--- config.mk ---
export PLATFORM = sky130hd
export DESIGN_NAME = sync_fifo_ext
export DESIGN_NICKNAME = d
export VERILOG_FILES = /design/src/rtl/sync_fifo_ext_pkg.sv /design/src/rtl/sync_fifo_ext_ram.sv /design/src/rtl/sync_fifo_ext.sv
export SDC_FILE = /design/constraint.sdc
export NUM_CORES = 1
export LEC_CHECK = 0
export ABC_AREA = 1
export CAP_MARGIN = 10
export CELL_PAD_IN_SITES_DETAIL_PLACEMENT = 0
export CELL_PAD_IN_SITES_GLOBAL_PLACEMENT = 1
export CORE_UTILIZATION = 40
export CTS_BUF_LIST = sky130_fd_sc_hd__clkbuf_4
export CTS_CLUSTER_DIAMETER = 30
export CTS_CLUSTER_SIZE = 28
export DETAILED_ROUTE_END_ITERATION = 16
export PLACE_DENSITY = 0.65
export SYNTH_ARGS = -nofsm -noshare
export SYNTH_HDL_FRONTEND = slang
export SYNTH_SLANG_ARGS = --single-unit
--- constraint.sdc ---
create_clock -name aclk -period 7.2 [get_ports aclk]
set_input_delay 1.8 -clock aclk [delete_from_list [all_inputs] [get_ports aclk]]
set_output_delay 1.8 -clock aclk [all_outputs]
set_load 0.05 [all_outputs]
--- src/rtl/sync_fifo_ext_pkg.sv ---
// sync_fifo_ext_pkg
//   Shared sizing helpers and parameter range predicates for sync_fifo_ext.
//   depth_of     : total capacity (RAM + output register) from ADDR_WIDTH
//   level_width  : bits needed to count 0..DEPTH entries
//   af_thresh_ok : almost-full threshold legal range 1..DEPTH
//   ae_thresh_ok : almost-empty threshold legal range 0..DEPTH-1
package sync_fifo_ext_pkg;

   function automatic int unsigned depth_of(input int unsigned addr_width);
      return 32'd1 << addr_width;
   endfunction

   function automatic int unsigned level_width(input int unsigned addr_width);
      return addr_width + 32'd1;
   endfunction

   function automatic bit af_thresh_ok(input int unsigned af, input int unsigned depth);
      return (af >= 32'd1) && (af <= depth);
   endfunction

   function automatic bit ae_thresh_ok(input int unsigned ae, input int unsigned depth);
      return ae < depth;
   endfunction

endpackage

--- src/rtl/sync_fifo_ext_ram.sv ---
// sync_fifo_ext_ram
//   DATA_WIDTH x DEPTH storage, one synchronous write port and one
//   asynchronous read port. Contents are not reset.
//   aclk  : write clock
//   we    : write enable
//   waddr : write address
//   wdata : write data
//   raddr : read address
//   rdata : read data (combinational)
module sync_fifo_ext_ram
   import sync_fifo_ext_pkg::*;
#(
   parameter int unsigned ADDR_WIDTH = 4,
   parameter int unsigned DATA_WIDTH = 32
) (
   input  logic                  aclk,
   input  logic                  we,
   input  logic [ADDR_WIDTH-1:0] waddr,
   input  logic [DATA_WIDTH-1:0] wdata,
   input  logic [ADDR_WIDTH-1:0] raddr,
   output logic [DATA_WIDTH-1:0] rdata
);

   localparam int unsigned DEPTH = depth_of(ADDR_WIDTH);

   logic [DATA_WIDTH-1:0] mem [DEPTH];

   always_ff @(posedge aclk) begin
      if (we) begin
         mem[waddr] <= wdata;
      end
   end

   assign rdata = mem[raddr];

endmodule

--- src/rtl/sync_fifo_ext.sv ---
// sync_fifo_ext
//   Single-clock FIFO with valid/ready on both sides and a registered
//   first-word-fall-through output stage. Capacity DEPTH counts the RAM
//   plus the output register. Reports level and watermark flags.
//   aclk, aresetn        : clock, synchronous active-low reset
//   flush                : synchronous clear of contents (m_data holds)
//   s_data/s_valid/s_ready : write side, transfer = s_valid & s_ready
//   m_data/m_valid/m_ready : read side, transfer = m_valid & m_ready
//   level                : entries held, 0..DEPTH
//   almost_full          : level >= AF_THRESH
//   almost_empty         : level <= AE_THRESH
module sync_fifo_ext
   import sync_fifo_ext_pkg::*;
#(
   parameter int unsigned ADDR_WIDTH = 4,
   parameter int unsigned DATA_WIDTH = 32,
   parameter int unsigned AF_THRESH  = depth_of(ADDR_WIDTH) - 32'd2,
   parameter int unsigned AE_THRESH  = 1
) (
   input  logic                                aclk,
   input  logic                                aresetn,
   input  logic                                flush,
   input  logic [DATA_WIDTH-1:0]               s_data,
   input  logic                                s_valid,
   output logic                                s_ready,
   output logic [DATA_WIDTH-1:0]               m_data,
   output logic                                m_valid,
   input  logic                                m_ready,
   output logic [level_width(ADDR_WIDTH)-1:0]  level,
   output logic                                almost_full,
   output logic                                almost_empty
);

   localparam int unsigned DEPTH = depth_of(ADDR_WIDTH);
   localparam int unsigned LVL_W = level_width(ADDR_WIDTH);

   if (!af_thresh_ok(AF_THRESH, DEPTH)) begin : g_af_range
      $fatal(1, "sync_fifo_ext: AF_THRESH out of range 1..DEPTH");
   end
   if (!ae_thresh_ok(AE_THRESH, DEPTH)) begin : g_ae_range
      $fatal(1, "sync_fifo_ext: AE_THRESH out of range 0..DEPTH-1");
   end

   logic [ADDR_WIDTH-1:0] wr_ptr;
   logic [ADDR_WIDTH-1:0] rd_ptr;
   logic [DATA_WIDTH-1:0] ram_rdata;
   logic [LVL_W-1:0]      ram_cnt;
   logic                  ram_empty;
   logic                  wr_en;
   logic                  rd_en;
   logic                  load;
   logic                  bypass;
   logic                  ram_we;

   // Handshake side depends only on registered level and reset.
   assign s_ready      = aresetn & (level != LVL_W'(DEPTH));
   assign almost_full  = (level >= LVL_W'(AF_THRESH));
   assign almost_empty = (level <= LVL_W'(AE_THRESH));

   // The output register is always filled whenever the RAM holds data, so
   // the RAM occupancy is simply level minus the register's valid bit.
   always_comb begin
      wr_en     = s_valid & s_ready;
      rd_en     = m_valid & m_ready;
      ram_cnt   = level - LVL_W'(m_valid);
      ram_empty = (ram_cnt == '0);
      load      = ~m_valid | rd_en;
      bypass    = load & ram_empty;
      ram_we    = wr_en & ~bypass & ~flush;
   end

   sync_fifo_ext_ram #(
      .ADDR_WIDTH (ADDR_WIDTH),
      .DATA_WIDTH (DATA_WIDTH)
   ) u_ram (
      .aclk  (aclk),
      .we    (ram_we),
      .waddr (wr_ptr),
      .wdata (s_data),
      .raddr (rd_ptr),
      .rdata (ram_rdata)
   );

   always_ff @(posedge aclk) begin
      if (!aresetn) begin
         wr_ptr  <= '0;
         rd_ptr  <= '0;
         level   <= '0;
         m_valid <= 1'b0;
         m_data  <= '0;
      end else if (flush) begin
         wr_ptr  <= '0;
         rd_ptr  <= '0;
         level   <= '0;
         m_valid <= 1'b0;
      end else begin
         if (ram_we) begin
            wr_ptr <= wr_ptr + ADDR_WIDTH'(1);
         end

         // Refill the head from RAM first; only an empty RAM lets the
         // incoming word go straight into the output register.
         if (load) begin
            if (!ram_empty) begin
               m_data  <= ram_rdata;
               m_valid <= 1'b1;
               rd_ptr  <= rd_ptr + ADDR_WIDTH'(1);
            end else if (wr_en) begin
               m_data  <= s_data;
               m_valid <= 1'b1;
            end else begin
               m_valid <= 1'b0;
            end
         end

         if (wr_en && !rd_en) begin
            level <= level + LVL_W'(1);
         end else if (!wr_en && rd_en) begin
            level <= level - LVL_W'(1);
         end
      end
   end

endmodule

==> results.md, run 1 <==
* Worst Setup Start Kind: input pin
* Crit path capture type: output pin
* Setup Skew at 0.0517 ns
* HPWL Detailed at 34,000 um
* Syn nets at 2,502
* Area of the die at 0.0618 sq mm
* Post-Place Worst Slack at 1.84 ns
* Final ANT Viol Nets at 0
* Post-layout util at 46.6%
* Cells along the critical path: buf_2 > buf_4 > inv_1 > a31oi_1 > clkdlybuf4s50_1
* Cell Area, Synth at 0.0243 sq mm
* Yosys warnings at 0
* Post-cts sizing count at 0
* IO Port Bufs at 77
* Period utilisation layout at 73.9%
* Netlist cell types at 25
* Worst VDD drop at 0.146 mV
* Initial DRC count at 1,243
* Clk sink count at 562
* Share of layout cells above drive strength 1 at 10.5%
* Critical path's top delay family: buffers and inverters
* Crit path time final at 5.32 ns
* Most common cell after layout, fill and taps aside: nand2_1
* Routed vias/inst at 4.86
* Area share of the largest cell type after synthesis at 63.2%
* Post-Syn Instances at 2,453
* Static leakage at 11.9 nW
* Largest net degree at the start of global routing at 163
* First-pass GRT wire length at 97,000 um
* Slew Viols, Final at 0
* Antenna violations before repair at 3
* Max stage delay on crit path at 0.84 ns
* Seq/Total Area, Yosys at 67.3%
* Hold Fails Final Rpt at 0
* Deepest clock path buffer count at 3
* Most frequent cells in the layout: nand2_1, edfxtp_1, inv_1
* Overall routing resource usage at 21.0%
* Final WL at 64,400 um
* DP Area at 0.0259 sq mm
* Final setup TNS at 0 ns
* Worst Hold Class: reg -> reg
* Status: completed
* RD Place Congestion at 0.766
* Worst path arrival time at 3.52 ns
* Die H at 249 um
* DRC viols at 0
* CTS buffer count at 130
* # rows at 90
* H-tree depth at 4
* Total core area at 0.0602 sq mm
* Post-Synthesis Mean Instance Area at 9.92 sq um
* Layout fillers at 5,585
* Final Cell Area at 0.0281 sq mm
* Count of final setup violators at 0
* Critical path peak fanout at 34
* Initial Utilization at 40.4%
* Number of synthesized register bits at 562
* Least-Margin Pin Slew at 1.23 ns
* CTS root buf: clkbuf_4
* Crit path required time at 5.40 ns
* Nets at 2,618
* Pwr dens at 276 mW/mm^2
* Area contributors post-synth: edfxtp_1, nand2_1, nand3_1
* Fmax at 0.188 GHz
* Die Width at 249 um
* Setup ws final at 1.88 ns
* Wire per inst at 18.6 um
* Crit-path slowest cell: clkdlybuf4s50_1
* Clock slew at reported path FFs at 0.10 ns
* Critical path type: in -> out
* Relative max-transition margin at 17.6%
* Clk_lat worst skew at 0.96 ns
* TritonCTS clock tree: built
* Total power at 7.74 mW
* Critical path buffer and inverter count at 4
* Synth-to-Final Area Change at 15.4%
* Max-cap violation count at 0
* RSZ-0062 raised after global routing: false
* CTS Hold Bufs at 0
* Setup Fix Bufs, Post-CTS at 0
* Number of global-route vias before repair at 16,100
* Post-synth top area cell: edfxtp_1
* Io pins at 78
* DR vias at 16,800
* Grt total ovfl at 0
* First-pass iteration count of the detailed router at 5
-- layout make-up --
type	instances	area (sq um)	area share, %
flip-flops and latches	562	16400	58.3
multi-input cells	1326	5850	20.8
inverters	443	1670	5.94
clock buffers	160	1200	4.27
repair buffers	106	1060	3.78
well taps	782	978	3.48
clock inverters	81	942	3.35
diodes	2	5.00	0.0178
-- worst paths after layout --
kind	from	to	slack [ns]	cells past startpoint
max reg2reg	level[0]	u_ram.mem[1][1]	3.75	11
min	rd_ptr[2]	flip-flop	0.49	2
max	aresetn	s_ready	1.88	5
min reg2reg	rd_ptr[2]	flip-flop	0.49	2
-- cell usage after synthesis (all sizes together) --
cell / n
buf: 83
a21oi: 77
nor3: 3
nand4: 3
xor2: 2
edfxtp: 512
nor4: 1
nand3: 388
nand2: 793
ha: 12
clkbuf: 39
xnor2: 1
a31oi: 1
inv: 443
o21ai: 15
nor2: 30
dfxtp: 50
-- tightest hold or removal path: cells and delay by family (launching register included) --
kind | cells | cell delay (ns)
buffers and inverters | 1 | 0.06
flip-flops | 1 | 0.32
AO/OA/AOI/OAI | 1 | 0.07
-- cell families (layout without fill, tap and decap cells) --
| family | count (synthesis) | count (layout) | share of synthesized area, % |
|---|---|---|---|
| flip-flops | 562 | 562 | 67.3 |
| adder cells (fa/ha/maj) | 12 | 12 | 0.617 |
| buffers and inverters | 565 | 790 | 9.16 |
| XOR/XNOR | 3 | 3 | 0.108 |
| AND/OR/NAND/NOR | 1218 | 1218 | 20.9 |
| AO/OA/AOI/OAI | 93 | 93 | 1.92 |
| other | 0 | 2 | 0 |
-- power by group --
part / internal, mW / total (mW) / switching [mW]
Combinational: 0.247 / 0.884 / 0.637
Sequential: 3.59 / 3.63 / 0.0320
Clock: 1.86 / 3.23 / 1.38
Total: 5.70 / 7.74 / 2.05
-- per-layer routing --
metal / vias to the layer above / share of wire, % / track usage (%)
li1: 8226 / - / -
met3: 93 / 6.6 / 5.64
met5: - / 0.019 / 0
met2: 475 / 45 / 32.4
met4: 2 / 1.5 / 5.77
met1: 8042 / 47 / 29.3
-- per-stage QoR --
| stage | cells | hold slack (ns) |
|---|---|---|
| floorplan | 2453 | 0.450 |
| global placement | 3215 | 0.465 |
| detailed placement | 3215 | 0.470 |
| CTS | 3456 | 0.489 |
| global route | 3462 | 0.528 |
| finish | 3462 | 0.488 |
-- flip-flops by register name, summed over array words and instances (netlist names), named ones only --
name / cells
wr_ptr: 4
u_ram.mem: 512
rd_ptr: 4
level: 5
m_data: 32
m_valid: 1
No activity file was read; power rests on OpenSTA's default activity.
==> inputs of run 2 (changes only) <==
clock period = 5.14 ns   (was 7.2 ns; I/O delays follow)
==> run 2 against run 1 <==
  * Via count fell by 1.5%
  * Non-clock buffer count rose by 5
  * Clock-buffer cell count fell by 33
  * Critical endpoint is now almost_empty
  * Utilization rose by 0.21 points
  * Die area did not move
  * Largest power group unchanged
==> results.md, run 2 (same netlist as run 1, synthesis figures left out) <==
* Status: completed
* Critical path type: reg -> out
* Switching power at 2.94 mW
* CTS Hold Bufs at 0
* Worst VDD drop at 0.203 mV
* Hold Fails Final Rpt at 0
* Max stage delay on crit path at 0.86 ns
* Crit-path slowest cell: clkdlybuf4s50_1
* Critical path's top delay family: buffers and inverters
* Io pins at 78
* Critical path buffer and inverter count at 2
* Grt total ovfl at 0
* Cells along the critical path: inv_1 > ha_1 > a21oi_1 > nor4_1 > clkdlybuf4s50_1
* Crit path required time at 3.86 ns
* Critical path peak fanout at 7
* Share of layout cells above drive strength 1 at 10.3%
* Flop pwr share at 46.6%
* # rows at 90
* Post-layout util at 46.8%
* Worst Setup Start Kind: flip-flop
* Slew Viols, Final at 0
* Deepest clock path buffer count at 3
* Largest register FFs at 512
* Clock share of power at 42.2%
* Relative max-transition margin at 29.6%
* Clock slew at reported path FFs at 0.09 ns
* Die H at 249 um
* Nets at 2,613
* Initial Utilization at 40.4%
* Clk sink count at 562
* RSZ-0062 raised after global routing: false
* Area of the die at 0.0618 sq mm
* Crit path capture type: output pin
* Largest reg by FF count: u_ram.mem
* Die Width at 249 um
* Setup Fix Bufs, Post-CTS at 0
* RD Place Congestion at 0.756
* Internal Pwr Total at 8.01 mW
* DR vias at 16,600
* Least-Margin Pin Slew at 1.05 ns
* Setup ws final at 1.11 ns
* First-pass iteration count of the detailed router at 5
* First-pass GRT wire length at 96,900 um
* Clk_lat worst skew at 0.89 ns
* Worst hold margin at 0.495 ns
* Final WL at 62,900 um
* Post-cts sizing count at 0
* Pwr dens at 388 mW/mm^2
* TritonCTS clock tree: built
* H-tree depth at 3
* IO Port Bufs at 77
* Setup Skew at 0.0458 ns
* Period utilisation layout at 78.5%
* Number of global-route vias before repair at 16,500
* Antenna violations before repair at 1
* Synth-to-Final Area Change at 15.9%
* Largest net degree at the start of global routing at 141
* Sw Share at 26.8%
* Overall routing resource usage at 20.5%
* Routed vias/inst at 4.80
* Worst path arrival time at 2.75 ns
* Combinational power share at 11.2%
* Most common cell after layout, fill and taps aside: nand2_1
* DRC viols at 0
* HPWL Detailed at 35,100 um
* Layout fillers at 5,708
* Wire per inst at 18.2 um
* Most frequent cells in the layout: nand2_1, edfxtp_1, inv_1
* Count of final setup violators at 0
* Max-cap violation count at 0
* Crit path time final at 4.03 ns
* Initial DRC count at 1,154
* Post-Place Worst Slack at 1.23 ns
* CTS root buf: clkbuf_4
* Fmax at 0.248 GHz
* Total core area at 0.0602 sq mm
* CTS buffer count at 120
* Worst Hold Class: reg -> reg
* Static leakage at 11.9 nW
* Final ANT Viol Nets at 0
* Final setup TNS at 0 ns
* Top flop regs: u_ram.mem (512), m_data (32), level (5)
## run 2: cell types whose count changed in the layout (fill, tap and decap cells not counted), sizes merged
cell | previous run | this run
clkbuf | 160 | 127
clkinvlp | 7 | 20
inv | 455 | 447
clkinv | 41 | 50
diode | 2 | 3
bufinv | 21 | 26
buf | 30 | 35
## run 2: worst register-to-register path: stages (launching register included)
cell	delay [ns]
dfxtp_1	0.43
inv_1	0.17
ha_1	0.22
xor2_1	0.22
nor2_4	0.04
buf_4	0.30
nand2_1	0.16
nand2_2	0.15
inv_2	0.13
nand2_1	0.24
nor2_4	0.56
buf_4	0.32
## run 2: power by group through the flow
stage | clock network (mW) | registers [mW] | logic, mW
floorplan | 0 | 5.31 | 0.678
global placement | 0 | 5.20 | 1.23
detailed placement | 0 | 5.20 | 1.24
CTS | 4.74 | 5.10 | 1.24
global route | 4.95 | 5.10 | 1.36
finish | 4.62 | 5.10 | 1.23
## run 2: cell type report
class	instances	area (sq um)	share of cell area, %
inverter	443	1670	5.92
multi-input combinational	1326	5850	20.7
clock buffer	127	953	3.38
antenna	3	7.51	0.0266
sequential	562	16400	58.1
tap	782	978	3.47
timing repair buffer	111	1120	3.97
clock inverter	100	1250	4.43
## run 2: final timing paths
path	startpoint	to	slack, ns	depth (start not counted)
max	level[1]	almost_empty	1.11	5
min	rd_ptr[2]	flip-flop	0.49	2
max reg2reg	level[0]	u_ram.mem[14][30]	1.91	11
min reg2reg	rd_ptr[2]	flip-flop	0.49	2
## run 2: layer usage
layer | wire (um) | share of wire, % | vias up | global-route usage, %
met2 | 29200 | 46 | 396 | 33.3
met1 | 29200 | 46 | 7878 | 27.8
met5 | 0 | 0 | - | 0
met4 | 1190 | 1.9 | 0 | 6.55
li1 | - | - | 8216 | -
met3 | 3360 | 5.3 | 92 | 4.04
## run 2: stage by stage
stage          cells  total power [mW]  cell area, sq um
2_1_floorplan   2453              5.99             24300
3_3_place_gp    3224              6.43             26000
3_5_place_dp    3224              6.44             26000
4_1_cts         3451              11.1             28200
5_1_grt         3454              11.4             28200
6_report        3454              10.9             28200
==> inputs of run 3 (changes only) <==
clock period = 4 ns   (was 5.14 ns; I/O delays follow)
==> run 3 against run 2 <==
  * Sequential power rose by 28%
  * Clock skew rose by 0.0073 ns
  * Flip-flop and latch count did not move
  * First-iteration DRC count rose by 7.9%
  * Non-clock buffer count rose by 7
  * Combinational power rose by 34%
  * Via count rose by 1.6%
  * Clock-buffer cell count rose by 23
  * Die area did not move
  * Cell area rose by 0.54%
==> results.md, run 3 (same netlist as run 1, synthesis figures left out) <==
* Hold depth at 1
* Most frequent cells in the layout: nand2_1, edfxtp_1, inv_1
* WL met1 at 29,700 um
* Clk_lat worst skew at 0.98 ns
* H-tree depth at 4
* TritonCTS clock tree: built
* Initial Utilization at 40.4%
* Fmax at 0.291 GHz
* Status: completed
* Area of the die at 0.0618 sq mm
* Min-delay src: rd_ptr[0]
* HPWL Detailed at 35,800 um
* Initial DRC count at 1,245
* Critical path type: reg -> out
* Crit path capture type: output pin
* Wire per inst at 18.1 um
* Reg2reg start: level[0]
* Overall routing resource usage at 20.8%
* Cells along the critical path: inv_1 > ha_1 > nor2_1 > o21ai_0 > dlymetal6s2s_1
* Most common cell after layout, fill and taps aside: nand2_1
* # rows at 90
* Critical path buffer and inverter count at 2
* DP Area at 0.0261 sq mm
* Worst VDD drop at 0.249 mV
* Largest register FFs at 512
* CTS buffer count at 135
* RD Place Congestion at 0.784
* Hold Fails Final Rpt at 0
* Setup Fix Bufs, Post-CTS at 0
* Routed vias/inst at 4.84
* Setup Skew at 0.0531 ns
* Worst Setup Start Kind: flip-flop
* DP Cell Count at 3,231
* IO Port Bufs at 77
* Die H at 249 um
* Setup ws final at 0.563 ns
* Clock slew at reported path FFs at 0.07 ns
* Antenna violations before repair at 3
* Highest metal used: met4
* Reg2Reg Capture Point: m_data[13]
* Largest reg by FF count: u_ram.mem
* Nets at 2,635
* Io pins at 78
* DRC viols at 0
* Period utilisation layout at 85.9%
* Crit path time final at 3.44 ns
* Count of final setup violators at 0
* Post-route insts no fill at 3,482
* Clk sink count at 562
* Deepest clock path buffer count at 3
* Top flop regs: u_ram.mem (512), m_data (32), level (5)
* Slew Viols, Final at 0
* Worst path arrival time at 2.44 ns
* Final setup TNS at 0 ns
* Reg2reg path depth at 9
* CTS root buf: clkbuf_4
* Max stage delay on crit path at 0.46 ns
* Least-Margin Pin Slew at 1.10 ns
* Pwr dens at 496 mW/mm^2
* Max-cap violation count at 0
* Largest net degree at the start of global routing at 163
* Grt total ovfl at 0
* Layout fillers at 5,632
* First-pass GRT wire length at 96,300 um
* Final Cell Area at 0.0284 sq mm
* Share of layout cells above drive strength 1 at 11.0%
* DR vias at 16,900
* Relative max-transition margin at 26.6%
* Total core area at 0.0602 sq mm
* Flop2flop setup slack at 1.20 ns
* Final WL at 63,200 um
* Synth-to-Final Area Change at 16.6%
* RSZ-0062 raised after global routing: false
* Post-Place Worst Slack at 0.706 ns
* Critical path's top delay family: buffers and inverters
* Post-layout util at 47.1%
* Final ANT Viol Nets at 0
* Crit path required time at 3.00 ns
* DR WL met3 at 4260 um
* Number of global-route vias before repair at 16,300
* Crit-path slowest cell: dlymetal6s2s_1
* First-pass iteration count of the detailed router at 6
* Routed wl met2 at 28,100 um
* Static leakage at 12.0 nW
* Worst Hold Class: reg -> reg
* Die Width at 249 um
* Critical path peak fanout at 7
* Hold Path End: rd_ptr[0]
==> run 3: cell count changes in the layout (fill, tap and decap cells not counted), sizes merged <==
cell / previous run / this run
clkbuf: 127 / 150
buf: 35 / 43
bufinv: 26 / 22
inv: 447 / 451
clkdlybuf4s50: 76 / 73
clkinvlp: 20 / 17
dlymetal6s2s: 0 / 2
diode: 3 / 4
==> run 3: how the worst max path moves through the flow <==
stage             start                to  depth (start not counted)
6_report       level[0]       almost_full                          5
3_3_place_gp    m_ready  u_ram.mem[9][16]                          9
2_1_floorplan  level[0]   u_ram.mem[3][0]                          7
5_1_grt        level[0]       almost_full                          5
4_1_cts        level[0]       almost_full                          5
3_5_place_dp    m_ready  u_ram.mem[0][14]                          9
==> run 3: where the power goes <==
group	total [mW]	internal [mW]	switching, mW
Combinational	1.65	0.464	1.18
Sequential	6.51	6.47	0.0406
Clock	5.92	3.35	2.58
Total	14.1	10.3	3.80
==> run 3: what timing repair did <==
action | CTS | global route
gates resized for setup | 0 | 2
hold buffers | 0 | 0
setup endpoints to repair | 0 | 2
==> run 3: metrics by stage <==
step | total power [mW] | hold WS, ns
floorplan | 7.69 | 0.450
global placement | 8.30 | 0.472
detailed placement | 8.31 | 0.484
CTS | 14.3 | 0.416
global route | 14.7 | 0.484
finish | 14.1 | 0.498
==> run 3: area by class of cell <==
class                           count  area, sq um  share of cell area, %
Clock inverter                     97         1080                   3.82
Multi-Input combinational cell   1326         5850                   20.6
Sequential cell                   562        16400                   57.8
Clock buffer                      150         1130                   3.97
Tap cell                          782          978                   3.45
Antenna cell                        4         10.0                 0.0353
Timing Repair Buffer              118         1260                   4.45
Inverter                          443         1670                   5.89
==> run 3: per-layer routing <==
metal  vias to the layer above  global-route usage, %
met1                      8013                   29.2
met2                       489                   31.3
met3                        86                   6.10
met4                         0                   6.10
li1                       8266                      -
met5                         -                      0
